===== config.mk =====
export PLATFORM = sky130hd
export DESIGN_NAME = wb_stage_flat
export DESIGN_NICKNAME = d
export VERILOG_FILES = /design/src/rtl/wb_stage_pkg.sv /design/src/rtl/wb_stage_if.sv /design/src/rtl/wb_stage_load_extend.sv /design/src/rtl/wb_stage.sv /design/src/flat_wrapper.sv
export SDC_FILE = /design/constraint.sdc
export NUM_CORES = 1
export LEC_CHECK = 0
export BUFFER_PORTS_ARGS = -buffer_cell sky130_fd_sc_hd__buf_2
export CAP_MARGIN = 10
export CORE_MARGIN = 2
export CORE_UTILIZATION = 44
export DETAILED_ROUTE_END_ITERATION = 6
export PLACE_DENSITY = 0.88
export SLEW_MARGIN = 20
export SYNTH_ARGS = -nofsm -noshare
export SYNTH_HDL_FRONTEND = slang
export SYNTH_SLANG_ARGS = --single-unit

===== constraint.sdc =====
create_clock -name clk -period 2.2 [get_ports clk]
set_clock_uncertainty 0.05 [all_clocks]
set_input_delay 0.33 -clock clk [delete_from_list [all_inputs] [get_ports clk]]
set_output_delay 0.33 -clock clk [all_outputs]
set_load 0.02 [all_outputs]

===== src/rtl/wb_stage_pkg.sv =====
// Shared encodings and types for the writeback stage and its load extender.
// Pure declarations plus one combinational helper; no state.
package wb_stage_pkg;

  localparam int XLEN = 32;
  localparam int RD_W = 5;

  localparam logic [1:0] RS_ALU = 2'b00;
  localparam logic [1:0] RS_MEM = 2'b01;
  localparam logic [1:0] RS_PC4 = 2'b10;
  localparam logic [1:0] RS_IMM = 2'b11;

  localparam logic [2:0] F3_LB  = 3'b000;
  localparam logic [2:0] F3_LH  = 3'b001;
  localparam logic [2:0] F3_LW  = 3'b010;
  localparam logic [2:0] F3_LBU = 3'b100;
  localparam logic [2:0] F3_LHU = 3'b101;

  typedef enum logic [1:0] {
    IDLE     = 2'b00,
    WAIT_MEM = 2'b01,
    WRITE    = 2'b10
  } wb_state_e;

  // Everything a pending load still needs once the upstream payload has moved on.
  typedef struct packed {
    logic [RD_W-1:0] rd;
    logic            we;
    logic [2:0]      funct3;
    logic [1:0]      off;
  } load_ctx_t;

  function automatic logic [XLEN-1:0] pick_result(
    input logic [1:0]      src,
    input logic [XLEN-1:0] alu,
    input logic [XLEN-1:0] pc4,
    input logic [XLEN-1:0] imm
  );
    logic [XLEN-1:0] res;
    case (src)
      RS_PC4:  res = pc4;
      RS_IMM:  res = imm;
      default: res = alu;
    endcase
    return res;
  endfunction

endpackage


===== src/rtl/wb_stage_if.sv =====
// EX/MEM -> writeback instruction handshake: valid/ready plus the retiring payload.
// Master is the EX/MEM side; slave is the writeback stage, which owns in_ready.
interface wb_stage_if;
  import wb_stage_pkg::*;

  logic            in_valid;
  logic            in_ready;
  logic            in_reg_write;
  logic [RD_W-1:0] in_rd;
  logic [1:0]      in_result_src;
  logic [2:0]      in_funct3;
  logic [XLEN-1:0] in_alu_result;
  logic [XLEN-1:0] in_pc_plus_4;
  logic [XLEN-1:0] in_imm;

  modport master (
    output in_valid, in_reg_write, in_rd, in_result_src, in_funct3,
           in_alu_result, in_pc_plus_4, in_imm,
    input  in_ready
  );

  modport slave (
    input  in_valid, in_reg_write, in_rd, in_result_src, in_funct3,
           in_alu_result, in_pc_plus_4, in_imm,
    output in_ready
  );

endinterface


===== src/rtl/wb_stage_load_extend.sv =====
// Load alignment and sign/zero extension of a 32-bit memory word, plus misalign detect.
// Purely combinational; no handshake.
module load_extend
  import wb_stage_pkg::*;
(
  input  logic [2:0]      funct3,
  input  logic [1:0]      off,
  input  logic [XLEN-1:0] rdata,
  output logic [XLEN-1:0] data,
  output logic            misalign
);

  logic [7:0]  byte_v;
  logic [15:0] half_v;

  always_comb begin
    byte_v = rdata[7:0];
    case (off)
      2'd1:    byte_v = rdata[15:8];
      2'd2:    byte_v = rdata[23:16];
      2'd3:    byte_v = rdata[31:24];
      default: byte_v = rdata[7:0];
    endcase
    half_v = off[1] ? rdata[31:16] : rdata[15:0];
  end

  always_comb begin
    data     = '0;
    misalign = 1'b0;
    case (funct3)
      F3_LB:  data = {{24{byte_v[7]}}, byte_v};
      F3_LBU: data = {24'd0, byte_v};
      F3_LH: begin
        data     = {{16{half_v[15]}}, half_v};
        misalign = off[0];
      end
      F3_LHU: begin
        data     = {16'd0, half_v};
        misalign = off[0];
      end
      F3_LW: begin
        data     = rdata;
        misalign = (off != 2'd0);
      end
      // Reserved load encodings are treated like a misaligned access.
      default: misalign = 1'b1;
    endcase
  end

endmodule


===== src/rtl/wb_stage.sv =====
// Writeback stage: one-cycle register-file write per retired instruction, loads wait for dmem.
// 1 cycle transfer->write for non-loads; in_ready drops only while a load waits on memory.
module wb_stage
  import wb_stage_pkg::*;
#(
  parameter int TIMEOUT_CYCLES = 16,
  parameter int CNT_WIDTH      = 32
) (
  input  logic                 clk,
  input  logic                 n_rst,
  wb_stage_if.slave            in_if,
  input  logic                 dmem_rvalid,
  input  logic [XLEN-1:0]      dmem_rdata,
  output logic                 RegWrite,
  output logic [RD_W-1:0]      rd,
  output logic [XLEN-1:0]      reg_wdata,
  output logic [CNT_WIDTH-1:0] retire_cnt,
  output logic                 misalign_err,
  output logic                 timeout_err
);

  localparam int            TW       = $clog2(TIMEOUT_CYCLES + 1);
  localparam logic [TW-1:0] TMO_LAST = TW'(TIMEOUT_CYCLES);

  wb_state_e            state_q, state_d;
  load_ctx_t            ctx_q, ctx_d;
  logic [TW-1:0]        tmo_cnt_q, tmo_cnt_d;
  logic [RD_W-1:0]      rd_q, rd_d;
  logic [XLEN-1:0]      wdata_q, wdata_d;
  logic                 we_q, we_d;
  logic [CNT_WIDTH-1:0] retire_cnt_q, retire_cnt_d;
  logic                 misalign_err_q, misalign_err_d;
  logic                 timeout_err_q, timeout_err_d;

  logic                 xfer;
  logic                 in_is_load;
  logic [TW-1:0]        tmo_cnt_inc;
  logic [2:0]           ext_funct3;
  logic [1:0]           ext_off;
  logic [XLEN-1:0]      ext_data;
  logic                 ext_misalign;

  assign in_if.in_ready = (state_q != WAIT_MEM);
  assign xfer           = in_if.in_valid & in_if.in_ready;
  assign in_is_load     = (in_if.in_result_src == RS_MEM);
  assign tmo_cnt_inc    = tmo_cnt_q + TW'(1);

  // One extender serves both jobs: misalign check on the incoming load while
  // accepting, data extension of the captured load while waiting on memory.
  assign ext_funct3 = (state_q == WAIT_MEM) ? ctx_q.funct3 : in_if.in_funct3;
  assign ext_off    = (state_q == WAIT_MEM) ? ctx_q.off    : in_if.in_alu_result[1:0];

  load_extend u_load_extend (
    .funct3   (ext_funct3),
    .off      (ext_off),
    .rdata    (dmem_rdata),
    .data     (ext_data),
    .misalign (ext_misalign)
  );

  always_comb begin
    state_d        = state_q;
    ctx_d          = ctx_q;
    tmo_cnt_d      = tmo_cnt_q;
    rd_d           = rd_q;
    wdata_d        = wdata_q;
    we_d           = we_q;
    misalign_err_d = misalign_err_q;
    timeout_err_d  = timeout_err_q;
    retire_cnt_d   = (state_q == WRITE) ? retire_cnt_q + CNT_WIDTH'(1) : retire_cnt_q;

    case (state_q)
      IDLE, WRITE: begin
        state_d = IDLE;
        if (xfer) begin
          if (in_is_load) begin
            if (ext_misalign) begin
              misalign_err_d = 1'b1;
            end else begin
              state_d      = WAIT_MEM;
              tmo_cnt_d    = '0;
              ctx_d.rd     = in_if.in_rd;
              ctx_d.we     = in_if.in_reg_write & (in_if.in_rd != '0);
              ctx_d.funct3 = in_if.in_funct3;
              ctx_d.off    = in_if.in_alu_result[1:0];
            end
          end else begin
            state_d = WRITE;
            rd_d    = in_if.in_rd;
            we_d    = in_if.in_reg_write & (in_if.in_rd != '0);
            wdata_d = pick_result(in_if.in_result_src, in_if.in_alu_result,
                                  in_if.in_pc_plus_4, in_if.in_imm);
          end
        end
      end

      WAIT_MEM: begin
        // Data arriving on the expiry cycle still wins over the timeout.
        if (dmem_rvalid) begin
          state_d   = WRITE;
          tmo_cnt_d = '0;
          rd_d      = ctx_q.rd;
          we_d      = ctx_q.we;
          wdata_d   = ext_data;
        end else if (tmo_cnt_inc == TMO_LAST) begin
          state_d       = IDLE;
          tmo_cnt_d     = '0;
          timeout_err_d = 1'b1;
        end else begin
          tmo_cnt_d = tmo_cnt_inc;
        end
      end

      default: state_d = IDLE;
    endcase
  end

  always_ff @(posedge clk) begin
    if (!n_rst) begin
      state_q        <= IDLE;
      ctx_q          <= '0;
      tmo_cnt_q      <= '0;
      rd_q           <= '0;
      wdata_q        <= '0;
      we_q           <= 1'b0;
      retire_cnt_q   <= '0;
      misalign_err_q <= 1'b0;
      timeout_err_q  <= 1'b0;
    end else begin
      state_q        <= state_d;
      ctx_q          <= ctx_d;
      tmo_cnt_q      <= tmo_cnt_d;
      rd_q           <= rd_d;
      wdata_q        <= wdata_d;
      we_q           <= we_d;
      retire_cnt_q   <= retire_cnt_d;
      misalign_err_q <= misalign_err_d;
      timeout_err_q  <= timeout_err_d;
    end
  end

  assign RegWrite     = (state_q == WRITE) & we_q;
  assign rd           = rd_q;
  assign reg_wdata    = wdata_q;
  assign retire_cnt   = retire_cnt_q;
  assign misalign_err = misalign_err_q;
  assign timeout_err  = timeout_err_q;

endmodule


===== src/flat_wrapper.sv =====
// flat-port wrapper written by rule: the top's interface ports become plain ports
module wb_stage_flat import wb_stage_pkg::*;
#(
  parameter int TIMEOUT_CYCLES = 16,
  parameter int CNT_WIDTH      = 32
)
  (clk, n_rst, dmem_rvalid, dmem_rdata, RegWrite, rd, reg_wdata, retire_cnt, misalign_err, timeout_err, in_if_in_valid, in_if_in_reg_write, in_if_in_rd, in_if_in_result_src, in_if_in_funct3, in_if_in_alu_result, in_if_in_pc_plus_4, in_if_in_imm, in_if_in_ready);
  wb_stage_if in_if_i ();
  input  logic clk;
  input  logic n_rst;
  input  logic dmem_rvalid;
  input  logic [XLEN-1:0] dmem_rdata;
  output logic RegWrite;
  output logic [RD_W-1:0] rd;
  output logic [XLEN-1:0] reg_wdata;
  output logic [CNT_WIDTH-1:0] retire_cnt;
  output logic misalign_err;
  output logic timeout_err;
  input wire logic [$bits(in_if_i.in_valid)-1:0] in_if_in_valid;
  input wire logic [$bits(in_if_i.in_reg_write)-1:0] in_if_in_reg_write;
  input wire logic [$bits(in_if_i.in_rd)-1:0] in_if_in_rd;
  input wire logic [$bits(in_if_i.in_result_src)-1:0] in_if_in_result_src;
  input wire logic [$bits(in_if_i.in_funct3)-1:0] in_if_in_funct3;
  input wire logic [$bits(in_if_i.in_alu_result)-1:0] in_if_in_alu_result;
  input wire logic [$bits(in_if_i.in_pc_plus_4)-1:0] in_if_in_pc_plus_4;
  input wire logic [$bits(in_if_i.in_imm)-1:0] in_if_in_imm;
  output wire logic [$bits(in_if_i.in_ready)-1:0] in_if_in_ready;
  assign in_if_i.in_valid = in_if_in_valid;
  assign in_if_i.in_reg_write = in_if_in_reg_write;
  assign in_if_i.in_rd = in_if_in_rd;
  assign in_if_i.in_result_src = in_if_in_result_src;
  assign in_if_i.in_funct3 = in_if_in_funct3;
  assign in_if_i.in_alu_result = in_if_in_alu_result;
  assign in_if_i.in_pc_plus_4 = in_if_in_pc_plus_4;
  assign in_if_i.in_imm = in_if_in_imm;
  assign in_if_in_ready = in_if_i.in_ready;
  wb_stage #(.TIMEOUT_CYCLES(TIMEOUT_CYCLES), .CNT_WIDTH(CNT_WIDTH)) u_core (.clk(clk), .n_rst(n_rst), .in_if(in_if_i), .dmem_rvalid(dmem_rvalid), .dmem_rdata(dmem_rdata), .RegWrite(RegWrite), .rd(rd), .reg_wdata(reg_wdata), .retire_cnt(retire_cnt), .misalign_err(misalign_err), .timeout_err(timeout_err));
endmodule

# Word-level counts from Yosys, hierarchy flattened
# Cells that the tools add are included.
# op_classes
n_addsub,2
multipliers,0
div_mod_pow,0
n_lt_le_gt_ge,0
n_eq_ne,20
shifts,0
n_mux,31
bitwise,5
n_reduce_logical,13
# ops
op,n
case mux 32 bit (5 select lines),1
case mux 32 bit (2 select lines),2
two-way mux 32 bit,3
two-way mux 5 bit,8
adder 32 x 1 -> 32 bit (second input constant),1
case mux 8 bit (3 select lines),1
case mux 5 bit (2 select lines),2
two-way mux 16 bit,1
AND reduction 4 bit,4
== test 2 bit (second input constant),5
two-way mux 2 bit,5
== test 2 x 1 -> 1 bit (second input constant),3
== test 3 bit (second input constant),2
inequality test 2 x 1 -> 1 bit (second input constant),3
inequality test 2 bit (second input constant),3
OR reduction 2 bit,3
adder 5 x 1 -> 5 bit (second input constant),1
== test 5 bit (second input constant),1
nonzero test 5 bit,1
two-way mux 1 bit,4
case mux 2 bit (2 select lines),1
nonzero test 2 bit,2
AND 1 bit,3
== test 3 x 1 -> 1 bit (second input constant),1
other kinds (9),10
# word_totals
regBits,90
latchBits,0
ram_bits,0
rom_bits,0
word_cells,83
memories,0

# Logic depth before layout (Yosys ltp)
# depth
word_depth,9
depth_mapped,9

# Cells and area by module
# Synthesis repeated with hierarchy kept, for this count alone.
# unflattened
hier_cells,699
area_unflattened_um2,5391.4
# by_module_without_submodules
mod,instances,cells_per_inst,area_per_inst_um2
wb_stage,1,583,4589.4
load_extend,1,116,802.0

# Worst setup path before layout
# No wires, ideal clock.
# synth_path
path_kind,flip-flop to flip-flop
startpoint,reg u_core.state_q[1]
endpoint,reg u_core.ctx_q[0] (netlist bit)
setup_ps,116
arrival_time_ps,2020
required_ps,2034
setup_slack_ps,14
stages_incl_launch_ff,9
n_path_buf,1
period_less_slack_ps,2186
path_cell_list,dfxtp_1 -> and2b_2 -> inv_4 -> mux2i_1 -> o21ba_2 -> a211oi_4 -> buf_6 -> mux2i_1 -> nor2b_1
# synth_via
elab_chain_cells,7
# synth_lines
element,line_no,rtl
from (decl),wb_stage.sv:25,"wb_state_e state_q, state_d;"
from (signal assigned),wb_stage.sv:130,state_q <= state_d;
== test 2 x 1 -> 1 bit,"wb_stage.sv:50, wb_stage.sv:51",
two-way mux 3 bit,wb_stage.sv:50,assign ext_funct3 = (state_q == WAIT_MEM) ? ctx_q.funct3 : in_if.in_funct3;
== test 3 bit (tied with other cells),wb_stage_load_extend.sv:30,case (funct3)
OR reduction 2 bit (no line),--,
case mux 1 bit (3 select lines),wb_stage_load_extend.sv:30,
NOT 1 bit (no line),--,
AND reduction 4 bit (no line) (*),--,
to (signal assigned),wb_stage.sv:131,ctx_q <= ctx_d;
to (decl),wb_stage.sv:26,"load_ctx_t ctx_q, ctx_d;"
# Every way passes the cells marked *; elsewhere a longest branch is shown, timed or not.
# A chain may end at the register's enable or synchronous reset.

# Worst setup path after layout
# layout_path
startpoint,reg u_core.state_q[1]
endpoint,reg u_core.ctx_q[6] (netlist bit)
# The elaborated chain is that of the path after synthesis.

==> results.sh <==
export IMPL_synth_compound_area_frac=0.255
export IMPL_post_place_ws_ns=-0.0415
export IMPL_power_leakage_nw=3.22
export IMPL_vias_per_cell=5.76
export IMPL_hpwlAfterDp_microns=12800
export IMPL_area_growth_syn_to_layout_pct=35.3
export IMPL_multiInputGateArea_sq_mm=0.00333
export IMPL_slew_violations=0
export IMPL_synth_xor_xnor_area_share=0.0504
export IMPL_grt_max_degree=34
export IMPL_tightest_slew_ns=0.586
export IMPL_endpoint_kind="register"
export IMPL_grt_overflow=0
export IMPL_finalCriticalPeriod_ns=2.21
export IMPL_num_vias=5783
export IMPL_power_density_mw_per_mm2=573
export IMPL_clock_path_buffers=2
export IMPL_floorplan_initialDensity=0.455
export IMPL_wl_microns=17100
export IMPL_hold_viol=0
export IMPL_dpl_instance_area_sq_mm=0.00660
export IMPL_synth_distinct_cells=60
export IMPL_synth_top_area_share=0.346
export IMPL_ir_drop_uv=368
export IMPL_io_pins=216
export IMPL_synth_largest_area_cell="dfxtp_1"
export IMPL_final_cell_area_sq_mm=0.00705
export IMPL_grt_pass1_wl_microns=26500
export IMPL_fp_dieH_microns=113
export IMPL_hold_class="primary input to register"
export IMPL_yosys_top_cells_count="dfxtp_1, nand2_1, a21oi_1, mux2i_1, o21ai_0"
export IMPL_drcViolationCount=0
export IMPL_muxShareOfSynthArea=0.0963
export IMPL_firstDrtPassIters=5
export IMPL_detail_route_wl_per_cell_microns=17.1
export IMPL_synth_avg_cell_area_sq_um=8.29
export IMPL_cts_root_buf="clkbuf_16"
export IMPL_worstSetupPathType="register to register"
export IMPL_dieArea_sq_mm=0.0127
export IMPL_cts_tree="done"
export IMPL_rsz0062_at_grt="yes"
export IMPL_cts_sinks=90
export IMPL_regArea_sq_mm=0.00180
export IMPL_async_reset_ff_frac=0
export IMPL_setup_violations=4
export IMPL_gp_congestion=0.888
export IMPL_synthFlopType="dfxtp_1"
export IMPL_die_w_microns=113
export IMPL_finish_net_count=1001
export IMPL_worstPathArrival_ns=2.40
export IMPL_synth_edf_count=0
export IMPL_coreArea_sq_mm=0.0115
export IMPL_drt_iter0_markers=541
export IMPL_cap_violations=0
export IMPL_cts_buffers=9
export IMPL_critical_path_max_fanout=8
export IMPL_yosysWarnings=0
export IMPL_required_ns=2.38
export IMPL_failed_checks="negative setup slack"
export IMPL_n_fill_cell=995
export IMPL_core_rowCount=39
export IMPL_drive_above_1_share=0.347
export IMPL_synth_area_top_cells="dfxtp_1, mux2i_1, nand2_1, a21oi_1, xnor2_1"
export IMPL_synthCells=629
export IMPL_synth_most_common_cell="dfxtp_1"
export IMPL_fin_crit_sh=1.00
export IMPL_grt_use_total=0.257
export IMPL_synth_simple_area_share=0.210
export IMPL_netlist_area_sq_mm=0.00521
export IMPL_htreeDepth=3
export IMPL_clk_pin_slew_ns=0.07
export IMPL_setup_ws_ns=-0.0109
export IMPL_synthAdderAreaFrac=0.00480
export IMPL_syn_nets=774
export IMPL_ys_ff_latch=90
export IMPL_power_mw=4.04
export IMPL_port_buffers=215
export IMPL_clk_latency_ns=0.34
export IMPL_max_slew_margin=0.608
export IMPL_grt_pass1_vias=5456
export IMPL_ant_nets=0
export IMPL_fmax_mhz=452
export IMPL_yosysSeqAreaShare=0.346
export IMPL_start_kind="register"
export IMPL_synth_top_family_by_area="compound AO/OA/AOI/OAI gates"
export IMPL_outcome="complete, but fails checks"
export IMPL_antenna_found_initial=2
layout make-up:
| cell class | instances | area share |
|---|---|---|
| Inverter | 6 | 0.00390 |
| Tap cell | 143 | 0.0254 |
| Sequential cell | 90 | 0.256 |
| Clock inverter | 4 | 0.00426 |
| Timing Repair Buffer | 258 | 0.206 |
| Clock buffer | 11 | 0.0330 |
| Antenna cell | 1 | 0.000355 |
| Multi-Input combinational cell | 491 | 0.472 |
metal layers:
metal | share of wire | routed length (microns) | GRT usage
met5 | 0 | 0 | 0
met4 | 0.030 | 516 | 0.0992
met3 | 0.088 | 1500 | 0.0691
met2 | 0.48 | 8290 | 0.438
met1 | 0.40 | 6830 | 0.309
logic make-up (layout without fill, tap and decap cells):
kind of cell               Yosys count  in the layout
other                                0              1
and+or+nand+nor                    216            216
DFF                                 90             90
AOI/OAI and AO/OA                  193            193
buffers and inverters               48            279
adders and majority gates            2              2
muxes                               50             50
xor gates and xnor gates            30             30
power by group:
group	internal (mW)	total (mW)	leakage [nW]	switching, mW
combinational	0.381	0.890	2.36	0.508
sequential	1.70	1.74	0.735	0.0397
clock	0.762	1.40	0.126	0.642
registers in the layout, indices dropped and copies added, names as in the netlist:
signal,cells
u_core.timeout_err,1
u_core.rd,5
u_core.retire_cnt,32
u_core.tmo_cnt_q,5
u_core.we_q,1
u_core.reg_wdata,32
u_core.misalign_err,1
u_core.ctx_q,11
u_core.state_q,2
final timing paths:
path                                         from                         endpoint  slack, ns  depth (start not counted)
setup / recovery   u_core.state_q[1]$_SDFFE_PN0P_     u_core.ctx_q[6]$_SDFFE_PN0P_      -0.01                          8
hold / removal                     in_if_in_rd[2]     u_core.ctx_q[8]$_SDFFE_PN0P_       0.23                          3
setup reg to reg   u_core.state_q[1]$_SDFFE_PN0P_     u_core.ctx_q[6]$_SDFFE_PN0P_      -0.01                          8
hold reg to reg   u_core.timeout_err$_SDFFE_PN0P_  u_core.timeout_err$_SDFFE_PN0P_       0.41                          1
cell usage in the layout (no fill, tap or decap), drive strengths merged, types with 5 or more instances in the layout:
| cell | n |
|---|---|
| nor2 | 30 |
| mux2i | 49 |
| buf | 257 |
| a31oi | 7 |
| nand3 | 18 |
| a221oi | 5 |
| a21oi | 50 |
| xor2 | 7 |
| nand2 | 77 |
| a211oi | 19 |
| o211ai | 13 |
| o211a | 6 |
| o21ai | 36 |
| xnor2 | 23 |
| o221ai | 22 |
| clkbuf | 12 |
| a22o | 7 |
| inv | 5 |
| nor2b | 21 |
| o21a | 5 |
| and2 | 32 |
| and3 | 6 |
| nand4 | 7 |
| o2bb2ai | 6 |
| dfxtp | 90 |
through the flow:
stage / cells / hold WS, ns / util / TNS [ns]
5_1_grt: 1004 / 0.230 / 0.615 / -1.53
3_5_place_dp: 983 / 0.403 / 0.576 / -0.364
6_report: 1004 / 0.228 / 0.615 / -0.0192
3_3_place_gp: 983 / 0.396 / 0.576 / 0
2_1_floorplan: 629 / 0.414 / - / 0
4_1_cts: 998 / 0.214 / 0.599 / 0
critical path, cell delays in order, from the launching register on:
cell       delay (ns)
dfxtp_2          0.32
and2b_2          0.24
clkinv_4         0.10
buf_8            0.16
mux2_4           0.35
a211oi_4         0.39
clkbuf_16        0.24
mux2i_1          0.18
nor2b_1          0.06
repair_timing:
| item | CTS | global route |
|---|---|---|
| pin swaps | 0 | 5 |
| setup endpoints to repair | 16 | 44 |
| resized for setup | 2 | 30 |
| hold buffers | 0 | 0 |
| hold endpoints to repair | 0 | 0 |
| setup buffers | 0 | 4 |
| gates cloned | 0 | 1 |
No activity file was read; power rests on OpenSTA's default activity.
